$ cat src/rtl/gb_serial_port.sv
// gb_serial_port - Game Boy serial link responder (SB data, SC control).
//   Answers CPU reads/writes at SB_ADDR/SC_ADDR and shifts 8-bit transfers
//   MSB-first on the link pins, clocked either internally (master) or by an
//   external shift clock (slave). serial_int pulses once per completed transfer.
// Ports:
//   clock, reset          system clock, async active-high reset
//   cpu_addr/wren/data_in CPU bus access, writes sampled on the clock edge
//   data_out, sel         combinational read data and address match
//   serial_int            one-cycle completion pulse
//   sout, sin             serial data out / in (sin is asynchronous)
//   sclk_out, sclk_oe     internal shift clock and its output enable
//   sclk_in               external shift clock (asynchronous)
//
// state    | meaning
// IDLE     | no transfer; SB writable, SC[7]=0
// INT_LOW  | internal clock, low half-period (sout holds current bit)
// INT_HIGH | internal clock, high half-period (bit just sampled)
// EXT      | external clock; shift on synchronised sclk_in edges
module gb_serial_port #(
  parameter int unsigned HALF_PERIOD = 256,
  parameter logic [15:0] SB_ADDR     = 16'hFF01,
  parameter logic [15:0] SC_ADDR     = 16'hFF02
) (
  input  logic        clock,
  input  logic        reset,
  input  logic [15:0] cpu_addr,
  input  logic        cpu_wren,
  input  logic [7:0]  cpu_data_in,
  output logic [7:0]  data_out,
  output logic        sel,
  output logic        serial_int,
  output logic        sout,
  input  logic        sin,
  output logic        sclk_out,
  output logic        sclk_oe,
  input  logic        sclk_in
);

  localparam int unsigned   PW         = (HALF_PERIOD > 1) ? $clog2(HALF_PERIOD) : 1;
  localparam logic [PW-1:0] PHASE_LOAD = PW'(HALF_PERIOD - 1);

  typedef enum logic [1:0] {IDLE, INT_LOW, INT_HIGH, EXT} state_t;

  state_t        state;
  logic [7:0]    sb;
  logic          sc_busy;
  logic          sc_clk;
  logic [3:0]    cnt;
  logic [PW-1:0] phase;
  logic [1:0]    sin_q;
  logic [2:0]    sclk_q;

  logic sin_s, sclk_rise, sclk_fall, wr_sb, wr_sc, phase_tc;

  assign sin_s     = sin_q[1];
  // sclk_q[1] is the synchronised clock, sclk_q[2] its previous value.
  assign sclk_rise = sclk_q[1] & ~sclk_q[2];
  assign sclk_fall = ~sclk_q[1] & sclk_q[2];
  assign wr_sb     = cpu_wren && (cpu_addr == SB_ADDR);
  assign wr_sc     = cpu_wren && (cpu_addr == SC_ADDR);
  // Phase timer counts down from HALF_PERIOD-1; zero ends the half-period.
  assign phase_tc  = (phase == '0);

  assign sel     = (cpu_addr == SB_ADDR) || (cpu_addr == SC_ADDR);
  assign sclk_oe = sc_clk;

  always_comb begin
    data_out = 8'hFF;
    if (cpu_addr == SB_ADDR)      data_out = sb;
    else if (cpu_addr == SC_ADDR) data_out = {sc_busy, 6'b111111, sc_clk};
  end

  // Idle-high reset values keep the edge detector from seeing a false edge.
  always_ff @(posedge clock or posedge reset) begin
    if (reset) begin
      sin_q  <= 2'b11;
      sclk_q <= 3'b111;
    end else begin
      sin_q  <= {sin_q[0], sin};
      sclk_q <= {sclk_q[1:0], sclk_in};
    end
  end

  always_ff @(posedge clock or posedge reset) begin
    if (reset) begin
      state      <= IDLE;
      sb         <= 8'h00;
      sc_busy    <= 1'b0;
      sc_clk     <= 1'b0;
      cnt        <= 4'd0;
      phase      <= '0;
      sout       <= 1'b1;
      sclk_out   <= 1'b1;
      serial_int <= 1'b0;
    end else begin
      serial_int <= 1'b0;
      if (wr_sc) sc_clk <= cpu_data_in[0];

      if (state == IDLE) begin
        if (wr_sb) sb <= cpu_data_in;
        if (wr_sc && cpu_data_in[7]) begin
          sc_busy <= 1'b1;
          cnt     <= 4'd0;
          sout    <= sb[7];
          phase   <= PHASE_LOAD;
          if (cpu_data_in[0]) begin
            state    <= INT_LOW;
            sclk_out <= 1'b0;
          end else begin
            state <= EXT;
          end
        end
      end else if (wr_sc && !cpu_data_in[7]) begin
        // Abort: SB keeps whatever has been shifted so far.
        state    <= IDLE;
        sc_busy  <= 1'b0;
        sclk_out <= 1'b1;
        sout     <= 1'b1;
      end else begin
        unique case (state)
          INT_LOW: begin
            if (phase_tc) begin
              state    <= INT_HIGH;
              sclk_out <= 1'b1;
              sb       <= {sb[6:0], sin_s};
              cnt      <= cnt + 4'd1;
              phase    <= PHASE_LOAD;
            end else begin
              phase <= phase - 1'b1;
            end
          end
          INT_HIGH: begin
            if (phase_tc) begin
              if (cnt == 4'd8) begin
                state      <= IDLE;
                sc_busy    <= 1'b0;
                serial_int <= 1'b1;
                sout       <= 1'b1;
              end else begin
                state    <= INT_LOW;
                sclk_out <= 1'b0;
                sout     <= sb[7];
                phase    <= PHASE_LOAD;
              end
            end else begin
              phase <= phase - 1'b1;
            end
          end
          EXT: begin
            if (cnt == 4'd8) begin
              state      <= IDLE;
              sc_busy    <= 1'b0;
              serial_int <= 1'b1;
              sout       <= 1'b1;
            end else if (sclk_rise) begin
              sb  <= {sb[6:0], sin_s};
              cnt <= cnt + 4'd1;
            end else if (sclk_fall) begin
              sout <= sb[7];
            end
          end
          default: state <= IDLE;
        endcase
      end
    end
  end

endmodule

$ cat config.mk
export PLATFORM = sky130hd
export DESIGN_NAME = gb_serial_port
export DESIGN_NICKNAME = d
export VERILOG_FILES = /design/src/rtl/gb_serial_port.sv
export SDC_FILE = /design/constraint.sdc
export NUM_CORES = 1
export LEC_CHECK = 0
export CAP_MARGIN = 15
export CORE_ASPECT_RATIO = 0.6
export CORE_MARGIN = 4
export CORE_UTILIZATION = 51
export DETAILED_ROUTE_END_ITERATION = 10
export HOLD_SLACK_MARGIN = 0.1
export PLACE_DENSITY = 0.79
export SETUP_SLACK_MARGIN = 0.05
export SYNTH_ARGS = -nofsm -noshare
export SYNTH_HDL_FRONTEND = slang
export SYNTH_SLANG_ARGS = --single-unit
$ cat constraint.sdc
create_clock -name clock -period 3.1 [get_ports clock]
set_input_delay 0.31 -clock clock [delete_from_list [all_inputs] [get_ports clock]]
set_output_delay 0.31 -clock clock [all_outputs]
set_load 0.02 [all_outputs]
# == Yosys cells after proc, flatten, opt, wreduce, memory -nomap -nowiden ==
# Cells that the tools add are included.
# totals
regBits,32
in_bits,29
out_inout_bits,13
elab_cells,116
# classes
n_addsub,2
n_eq_ne,20
mux,60
n_bitwise,4
reduce_logical,19
# ops
cell,count
8-bit 2-to-1 mux,14
"16-bit == test, second input constant",2
8-bit one-hot mux with 2 select lines,2
1-bit 2-to-1 mux,25
4-bit 2-to-1 mux,6
"4-bit != test, second input constant",5
6-bit AND reduction,3
2-bit 2-to-1 mux,7
"5-bit != test, second input constant",2
"3-bit != test, second input constant",3
8-bit zero test,1
1-bit one-hot mux with 2 select lines,4
4-bit one-hot mux with 2 select lines,1
4-bit AND reduction,2
4-bit nonzero test,2
"8-bit by 1-bit subtractor with 8-bit output, second input constant",1
"2-bit != test, second input constant",3
2-bit one-hot mux with 3 select lines,1
3-bit nonzero test,2
5-bit AND reduction,1
"4-bit by 1-bit adder with 4-bit output, second input constant",1
"2-bit == test, second input constant",2
"4-bit == test, second input constant",1
1-bit logical AND,4
8 further kinds,10

# == Logic depth before layout (Yosys ltp) ==
# Gate-level depths: netlist of the first run.
# depth
word_depth,8
mapped_depth,8

# == Worst setup path before layout of the first run ==
# Ideal clock, no wire load.
# synth_path
kind,reg-to-reg
startpoint,register state[0]
endpoint,register sb[0]
setup_ns,0.125
arrival_time_ns,2.238
slack_ns,0.737
stages_incl_launch_ff,8
path_buffers,1
cell_sequence,dfrtp_1 -> inv_1 -> ha_1 -> clkbuf_1 -> a21oi_1 -> a211o_1 -> o31ai_4 -> mux2_2
# synth_between
elab_chain_cells,4
# synth_lines
item,line,source
from (decl),44,state_t state;
from (signal assigned),86,state <= IDLE;
from (signal assigned),107,state <= INT_LOW;
from (signal assigned),110,state <= EXT;
2-bit == test / 2-bit by 1-bit == test with 1-bit output (equally long branches),120,unique case (state)
8-bit one-hot mux with 2 select lines,120,
8-bit 2-to-1 mux,113,end else if (wr_sc && !cpu_data_in[7]) begin
8-bit 2-to-1 mux,99,if (state == IDLE) begin
to (signal assigned),100,if (wr_sb) sb <= cpu_data_in;
to (signal assigned),125,"sb <= {sb[6:0], sin_s};"
to (signal assigned),156,"sb <= {sb[6:0], sin_s};"
to (decl),45,logic [7:0] sb;
# Several ways; a longest one is shown, not always the timed one. The select of a mux whose other input is x is not followed.
# A chain may end at the register's enable or synchronous reset.

# == Worst setup path after layout of the first run ==
# layout_path
startpoint,input port cpu_addr[3]
endpoint,output port sel
# layout_between
elab_chain_cells,2
# layout_lines
item,line,source
from (decl),26,"input logic [15:0] cpu_addr,"
16-bit == test,64,assign sel = (cpu_addr == SB_ADDR) || (cpu_addr == SC_ADDR);
1-bit logical OR (*),64,
to (decl),30,"output logic sel,"
# Mark *: on every way between the ends. The rest lies on a longest branch, timed or not.

==> results of run 1 <==
[path summary, 6_finish.rpt]
| path | startpoint | cells past startpoint | to |
|---|---|---|---|
| worst max-delay path | cpu_addr[3] | 5 | sel |
| worst min-delay path | reset | 2 | sb[2] |
| worst max register to register | state[0] | 6 | sb[5] |
| worst min register to register | sin_q[0] | 0 | sin_q[1] |
| max in group asynchronous | reset | 4 | sout |
| min in group clock | sin_q[0] | 0 | sin_q[1] |
[power groups by stage]
stage	Combinational [W]	Sequential, W	Clock, W
after floorplan	0.000399	0.000628	0
after CTS	0.000569	0.000653	0.000411
after global routing	0.000636	0.000678	0.000437
after detailed placement	0.000565	0.000659	0
after global placement	0.000550	0.000651	0
final	0.000575	0.000656	0.000403
[cell families after synthesis]
kind of cell    after synthesis  synth area share
compound gates               53             0.190
fa+ha+maj                    11            0.0672
flops                        32             0.395
buf+inv                      20            0.0403
simple gates                 73             0.205
mux                          19             0.103
[worst register-to-register path: stages, from the launching register on]
cell and delay [ns]:
sky130_fd_sc_hd__dfrtp_1 0.47, sky130_fd_sc_hd__inv_1 0.15, sky130_fd_sc_hd__ha_1 0.47, sky130_fd_sc_hd__a21oi_1 0.12, sky130_fd_sc_hd__a211o_1 0.42, sky130_fd_sc_hd__o31ai_4 0.54, sky130_fd_sc_hd__mux2_2 0.40
[layout by cell type, fill, tap and decap left out, types with 2 or more instances in the layout]
| cell | n |
|---|---|
| sky130_fd_sc_hd__clkdlybuf4s50_1 | 35 |
| sky130_fd_sc_hd__dfrtp_1 | 25 |
| sky130_fd_sc_hd__mux2_2 | 16 |
| sky130_fd_sc_hd__o21ai_0 | 16 |
| sky130_fd_sc_hd__nor2_1 | 15 |
| sky130_fd_sc_hd__inv_1 | 14 |
| sky130_fd_sc_hd__nand2_1 | 13 |
| sky130_fd_sc_hd__ha_1 | 11 |
| sky130_fd_sc_hd__nor3_1 | 9 |
| sky130_fd_sc_hd__or3_1 | 7 |
| sky130_fd_sc_hd__dfstp_2 | 7 |
| sky130_fd_sc_hd__buf_4 | 6 |
| sky130_fd_sc_hd__clkbuf_8 | 5 |
| sky130_fd_sc_hd__nand4_1 | 4 |
| sky130_fd_sc_hd__o31ai_1 | 4 |
| sky130_fd_sc_hd__dlymetal6s2s_1 | 4 |
| sky130_fd_sc_hd__a21oi_1 | 3 |
| sky130_fd_sc_hd__nand3_1 | 3 |
| sky130_fd_sc_hd__a221o_1 | 3 |
| sky130_fd_sc_hd__o211ai_1 | 3 |
| sky130_fd_sc_hd__o22ai_1 | 3 |
| sky130_fd_sc_hd__mux2i_1 | 3 |
| sky130_fd_sc_hd__a21o_1 | 3 |
| sky130_fd_sc_hd__a211o_1 | 2 |
| sky130_fd_sc_hd__nand3b_1 | 2 |
| sky130_fd_sc_hd__or4_4 | 2 |
| sky130_fd_sc_hd__nor2b_1 | 2 |
| sky130_fd_sc_hd__nand2b_1 | 2 |
| sky130_fd_sc_hd__and3_1 | 2 |
| sky130_fd_sc_hd__a31oi_1 | 2 |
| sky130_fd_sc_hd__o221ai_1 | 2 |
| sky130_fd_sc_hd__o41ai_1 | 2 |
| sky130_fd_sc_hd__dlygate4sd2_1 | 2 |
[sequential cells by signal, indices dropped and copies added (netlist names)]
name	flops
serial_int	1
sclk_q	3
sclk_out	1
sout	1
state	2
sclk_oe	1
sc_busy	1
sin_q	2
sb	8
phase	8
cnt	4
[per-layer routing]
metal | global-route usage | routed length (um) | vias to the layer above | share of wire
met5 | 0 | 0 | - | 0
met4 | 0.0699 | 70 | 0 | 0.014
met3 | 0.0514 | 331 | 9 | 0.065
met2 | 0.300 | 2130 | 65 | 0.42
met1 | 0.323 | 2590 | 866 | 0.51
li1 | - | - | 872 | -
[area by class of cell]
| type | instances | area [um2] |
|---|---|---|
| Multi-Input combinational cell | 156 | 1160 |
| Timing Repair Buffer | 48 | 478 |
| Fill cell | 292 | 1100 |
| Tap cell | 47 | 58.8 |
| Clock buffer | 5 | 68.8 |
| Clock inverter | 3 | 42.5 |
| Inverter | 14 | 52.6 |
| Sequential cell | 32 | 810 |
[per-stage QoR]
stage	setup WS, ns	hold slack (ns)	instance area (um2)	util	std cells
after global routing	0.118	0.367	2670	0.709	305
final	0.183	0.355	2670	0.709	305
after global placement	0.0721	0.347	2530	0.673	296
after CTS	0.0627	0.359	2640	0.702	304
after floorplan	0.737	0.314	2050	-	208
after detailed placement	0.0341	0.348	2530	0.673	296
[repair_timing]
action,4_1_cts,5_1_grt
gates resized for setup,2,4
setup endpoints to repair,2,4
hold endpoints to repair,0,0
==> impl_metrics.tcl, run 1 <==
set metrics [dict create \
    setup-tns-final_ns 0 \
    clk_root_buffer_cell "sky130_fd_sc_hd__clkbuf_8" \
    clock_sink_count 32 \
    yosysTopAreaCell "sky130_fd_sc_hd__dfrtp_1" \
    crit_type "in -> out" \
    number_of_global_route_vias_before_repair 1774 \
    drt-vias-per-instance 5.94 \
    cts-buffers-inserted 5 \
    power_density_nw_per_um2 612 \
    hold_vio_cnt_final 0 \
    hold_buf_cts 0 \
    worstPathBufferInverterCount 2 \
    combPwrFrac 0.352 \
    period_minus_slack_ns 2.92 \
    cell_with_the_most_instances_after_synthesis "sky130_fd_sc_hd__dfrtp_1" \
    chipHeight_um 57.1 \
    syn_nets 248 \
    clkSlewWorstSetupHoldPaths_ns 0.07 \
    yosys-top-cells-area "sky130_fd_sc_hd__dfrtp_1 31%, sky130_fd_sc_hd__dfstp_2 9.0%, sky130_fd_sc_hd__mux2_2 8.8%, sky130_fd_sc_hd__ha_1 6.7%, sky130_fd_sc_hd__o21ai_0 3.9%" \
    crit_path_max_incr_delay_ns 0.63 \
    number_of_storage_elements_in_the_synthesis_netlist 32 \
    final-setup-viol-count 0 \
    layout-area-overhead-vs-synth_pct 30.2 \
    timing.critical_path.to_type "output pin" \
    ctsLongestPathBuffers 2 \
    clkPwrFrac 0.246 \
    grt_start_max_net_pins 29 \
    die_width_um 89.8 \
    ir_drop_mv 0.354 \
    fmax_ghz 0.343 \
    critical_path.startpoint_type "input port" \
    status "finished, final reports clean" \
    max_cap_violations 0 \
    cp_cell_sequence "clkdlybuf4s50_1 -> or4_4 -> or4_4 -> a21oi_1 -> clkdlybuf4s50_1" \
    cp_data_required_time_ns 2.79 \
    slew_violations 0 \
    hp-class "in -> async" \
    maximum_fanout_along_the_worst_path 8 \
    cts-htree-levels 2 \
    post_cts_buffers 0 \
    synth.distinct_cells 53 \
    synth_flop_cell "sky130_fd_sc_hd__dfrtp_1" \
    io_pins 42 \
    netlist_area_before_placement_um2 2050 \
    synth_cells 208 \
    n_antenna_cell 0 \
    grt_pass1_wl_mm 8.85 \
    portBuffers 41 \
    die-area_um2 5130 \
    switching_share 0.352 \
    detail_route.wirelength_mm 5.13 \
    yosysWarnings 0 \
    clock_latency_of_the_later_clocked_register_in_the_worst_skew_pair_ns 0.29 \
    timing.critical_path.max_delay_family "simple AND/OR/NAND/NOR gates" \
    global_route.usage.total 0.214 \
    ratio_of_cells_with_drive_above_1_in_the_final_layout 0.194 \
    initial_utilization 0.544 \
    first_pass_iters 4 \
    grt_antenna_before_repair 0 \
    internal-power_w 0.00106 \
    worst_pin_slew_ns 0.546 \
    cts_tree "yes" \
    hpwlAfterDp_mm 3.95 \
    maxSlewHeadroom 0.632 \
    dr_total_vias 1812 \
    yosys.area.top_type_share 0.305 \
    relative_contribution_of_sequential_cells_to_total_power 0.401 \
    rsz0062_at_grt "false" \
    power_switching_w 0.000575 \
    synth_enable_flop_cells 0 \
    floorplan.rows 17 \
    drc 0 \
    slowest_cell_on_the_critical_path "sky130_fd_sc_hd__clkdlybuf4s50_1" \
    async_reset_ff_frac 1.00 \
    detail_route.iter0.violations 128 \
    crit_arrival_ns 2.61 \
    avg_wl_per_cell_um 16.8 \
    global_route.overflow_total 0 \
    design.core.area_um2 3760 \
    ant_nets 0 \
    layout_worst_path_cycle_share 0.941 \
    synth_seq_area_share 0.395 \
    skew_ns 0.00727 \
    gp_congestion 0.825 \
    worst-r2r-setup-slack_ns 0.41 \
    design.final.nets 297 \
    pwr_total_w 0.00163 \
    syn-mean-instance-area_um2 9.85 \
    synth_top_cells_by_count "25 x sky130_fd_sc_hd__dfrtp_1, 16 x sky130_fd_sc_hd__mux2_2, 16 x sky130_fd_sc_hd__o21ai_0" \
    static-leakage-power_nw 1.03 \
]
(Power assumes the default switching activity.)
==> run 2: changes to the inputs <==
--- a/config.mk
+++ b/config.mk
@@ -6,7 +6,6 @@
 export NUM_CORES = 1
 export LEC_CHECK = 0
 export CAP_MARGIN = 15
-export CORE_ASPECT_RATIO = 0.6
 export CORE_MARGIN = 4
 export CORE_UTILIZATION = 51
 export DETAILED_ROUTE_END_ITERATION = 10
==> run 2 against run 1 <==
Against the previous run: non-clock buffer count is 2 lower; global-route usage down 0.94 points; critical path depth did not move; setup slack gained 0.030 ns; first-iteration DRC count is 23% lower; sequential cell count unchanged; die area is 0.66% lower; highest routed layer unchanged.
==> impl_metrics.tcl, run 2 (synthesized netlist as in run 1, its figures left out) <==
set metrics [dict create \
    status "finished, final reports clean" \
    cp_data_required_time_ns 2.79 \
    timing.critical_path.to_type "output pin" \
    crit_arrival_ns 2.58 \
    dr_total_vias 1792 \
    drc 0 \
    die_width_um 71.4 \
    clock_latency_of_the_later_clocked_register_in_the_worst_skew_pair_ns 0.29 \
    switching_share 0.337 \
    crit_path_max_incr_delay_ns 0.62 \
    detail_route.iter0.violations 99 \
    avg_wl_per_cell_um 16.2 \
    ratio_of_cells_with_drive_above_1_in_the_final_layout 0.188 \
    chipHeight_um 71.4 \
    design.final.nets 295 \
    multi_input_area_um2 1160 \
    maxSlewHeadroom 0.659 \
    globalRouteMet1Util 0.294 \
    final-setup-viol-count 0 \
    clock_sink_count 32 \
    gp_congestion 0.828 \
    design.core.area_um2 3770 \
    grt_pass1_wl_mm 8.39 \
    cp_cell_sequence "clkdlybuf4s50_1 -> or4_4 -> or4_4 -> a21oi_1 -> clkdlybuf4s50_1" \
    crit_type "in -> out" \
    final-seq-area_um2 810 \
    clk_root_buffer_cell "sky130_fd_sc_hd__clkbuf_8" \
    floorplan.rows 22 \
    portBuffers 41 \
    grt_antenna_before_repair 0 \
    ctsLongestPathBuffers 2 \
    grt_util_met3 0.0393 \
    hold_vio_cnt_final 0 \
    top_regs "phase (8), sb (8), cnt (4)" \
    period_minus_slack_ns 2.89 \
    maximum_fanout_along_the_worst_path 8 \
    io_pins 42 \
    hp-class "reg -> reg" \
    global_route.usage.total 0.205 \
    cts-buffers-inserted 5 \
    max_cap_violations 0 \
    global_route.overflow_total 0 \
    ant_nets 0 \
    drt-vias-per-instance 5.89 \
    relative_contribution_of_sequential_cells_to_total_power 0.393 \
    slew_violations 0 \
    critical_path.startpoint_type "input port" \
    internal-power_w 0.00110 \
    fmax_ghz 0.346 \
    grt.busiest_layer "met2" \
    ir_drop_mv 0.408 \
    layout.filler_cells 288 \
    number_of_global_route_vias_before_repair 1722 \
    hpwlAfterDp_mm 3.65 \
    layout_worst_path_cycle_share 0.931 \
    static-leakage-power_nw 1.03 \
    setup-tns-final_ns 0 \
    layout-area-overhead-vs-synth_pct 30.2 \
    hold_buf_cts 0 \
    skew_ns 0.00590 \
    grt.met2_usage 0.308 \
    n_antenna_cell 0 \
    initial_utilization 0.543 \
    grt_start_max_net_pins 33 \
    die-area_um2 5100 \
    cts_tree "yes" \
    pwr_total_w 0.00166 \
    clkSlewWorstSetupHoldPaths_ns 0.07 \
    most-common-layout-cells "35 x sky130_fd_sc_hd__clkdlybuf4s50_1, 25 x sky130_fd_sc_hd__dfrtp_1, 16 x sky130_fd_sc_hd__mux2_2, 16 x sky130_fd_sc_hd__o21ai_0, 15 x sky130_fd_sc_hd__nor2_1" \
    slowest_cell_on_the_critical_path "sky130_fd_sc_hd__clkdlybuf4s50_1" \
    power_density_nw_per_um2 622 \
    layout.cells.most_common "sky130_fd_sc_hd__clkdlybuf4s50_1" \
    combPwrFrac 0.339 \
    first_pass_iters 4 \
    clkPwrFrac 0.267 \
    rsz0062_at_grt "false" \
    cts-htree-levels 2 \
    power_switching_w 0.000560 \
    worst_pin_slew_ns 0.512 \
    post_cts_buffers 0 \
    detail_route.wirelength_mm 4.94 \
]
run 2: cell count changes in the layout (fill, tap and decap cells not counted), sizes merged:
cell          before  now
clkinv             1    0
clkbuf             5    7
dlymetal6s2s       4    6
clkinvlp           1    0
dlygate4sd2        2    0
buf                7    5
run 2: critical path: cells and delay by family:
family	cells	cell delay, ns
AND/OR/NAND/NOR	2	1.11
buffers and inverters	2	1.02
AO/OA/AOI/OAI	1	0.14
run 2: layout make-up:
cell class                      instances  share of cell area
Inverter                               14              0.0197
Clock inverter                          1              0.0113
Multi-Input combinational cell        156               0.434
Clock buffer                            7              0.0361
Sequential cell                        32               0.303
Tap cell                               48              0.0225
Timing Repair Buffer                   46               0.173
run 2: final timing paths:
kind / slack (ns) / from / cells past startpoint / endpoint
hold / removal: 0.36 / sin_q[0] / 0 / sin_q[1]
hold reg to reg: 0.36 / sin_q[0] / 0 / sin_q[1]
setup / recovery: 0.21 / cpu_addr[3] / 5 / sel
min in group asynchronous: 0.41 / reset / 3 / sclk_oe
max in group asynchronous: 2.37 / reset / 3 / sclk_q[2]
setup reg to reg: 0.42 / phase[0] / 7 / sb[1]
run 2: routing by layer:
metal / wire, um / up-vias
li1: - / 869
met1: 2300 / 860
met2: 2250 / 56
met3: 319 / 7
met4: 69 / 0
met5: 0 / -
run 2: what timing repair did:
action / CTS / global route
setup endpoints to repair: 0 / 6
resized for setup: 0 / 6
hold endpoints to repair: 0 / 0
run 2: power groups by stage:
stage	combinational (W)	sequential [W]	clock, W
final	0.000563	0.000653	0.000444
after floorplan	0.000399	0.000628	0
after CTS	0.000566	0.000650	0.000450
after global routing	0.000628	0.000672	0.000471
after global placement	0.000546	0.000651	0
after detailed placement	0.000562	0.000656	0
run 2: metrics by stage:
stage	hold WS (ns)	cell area (um2)	setup WS, ns	instances	util
2_1_floorplan	0.314	2050	0.737	208	-
3_3_place_gp	0.347	2530	0.0714	296	0.670
3_5_place_dp	0.347	2530	0.0594	296	0.670
4_1_cts	0.361	2650	0.0554	304	0.704
5_1_grt	0.362	2670	0.172	304	0.708
6_report	0.359	2670	0.214	304	0.708
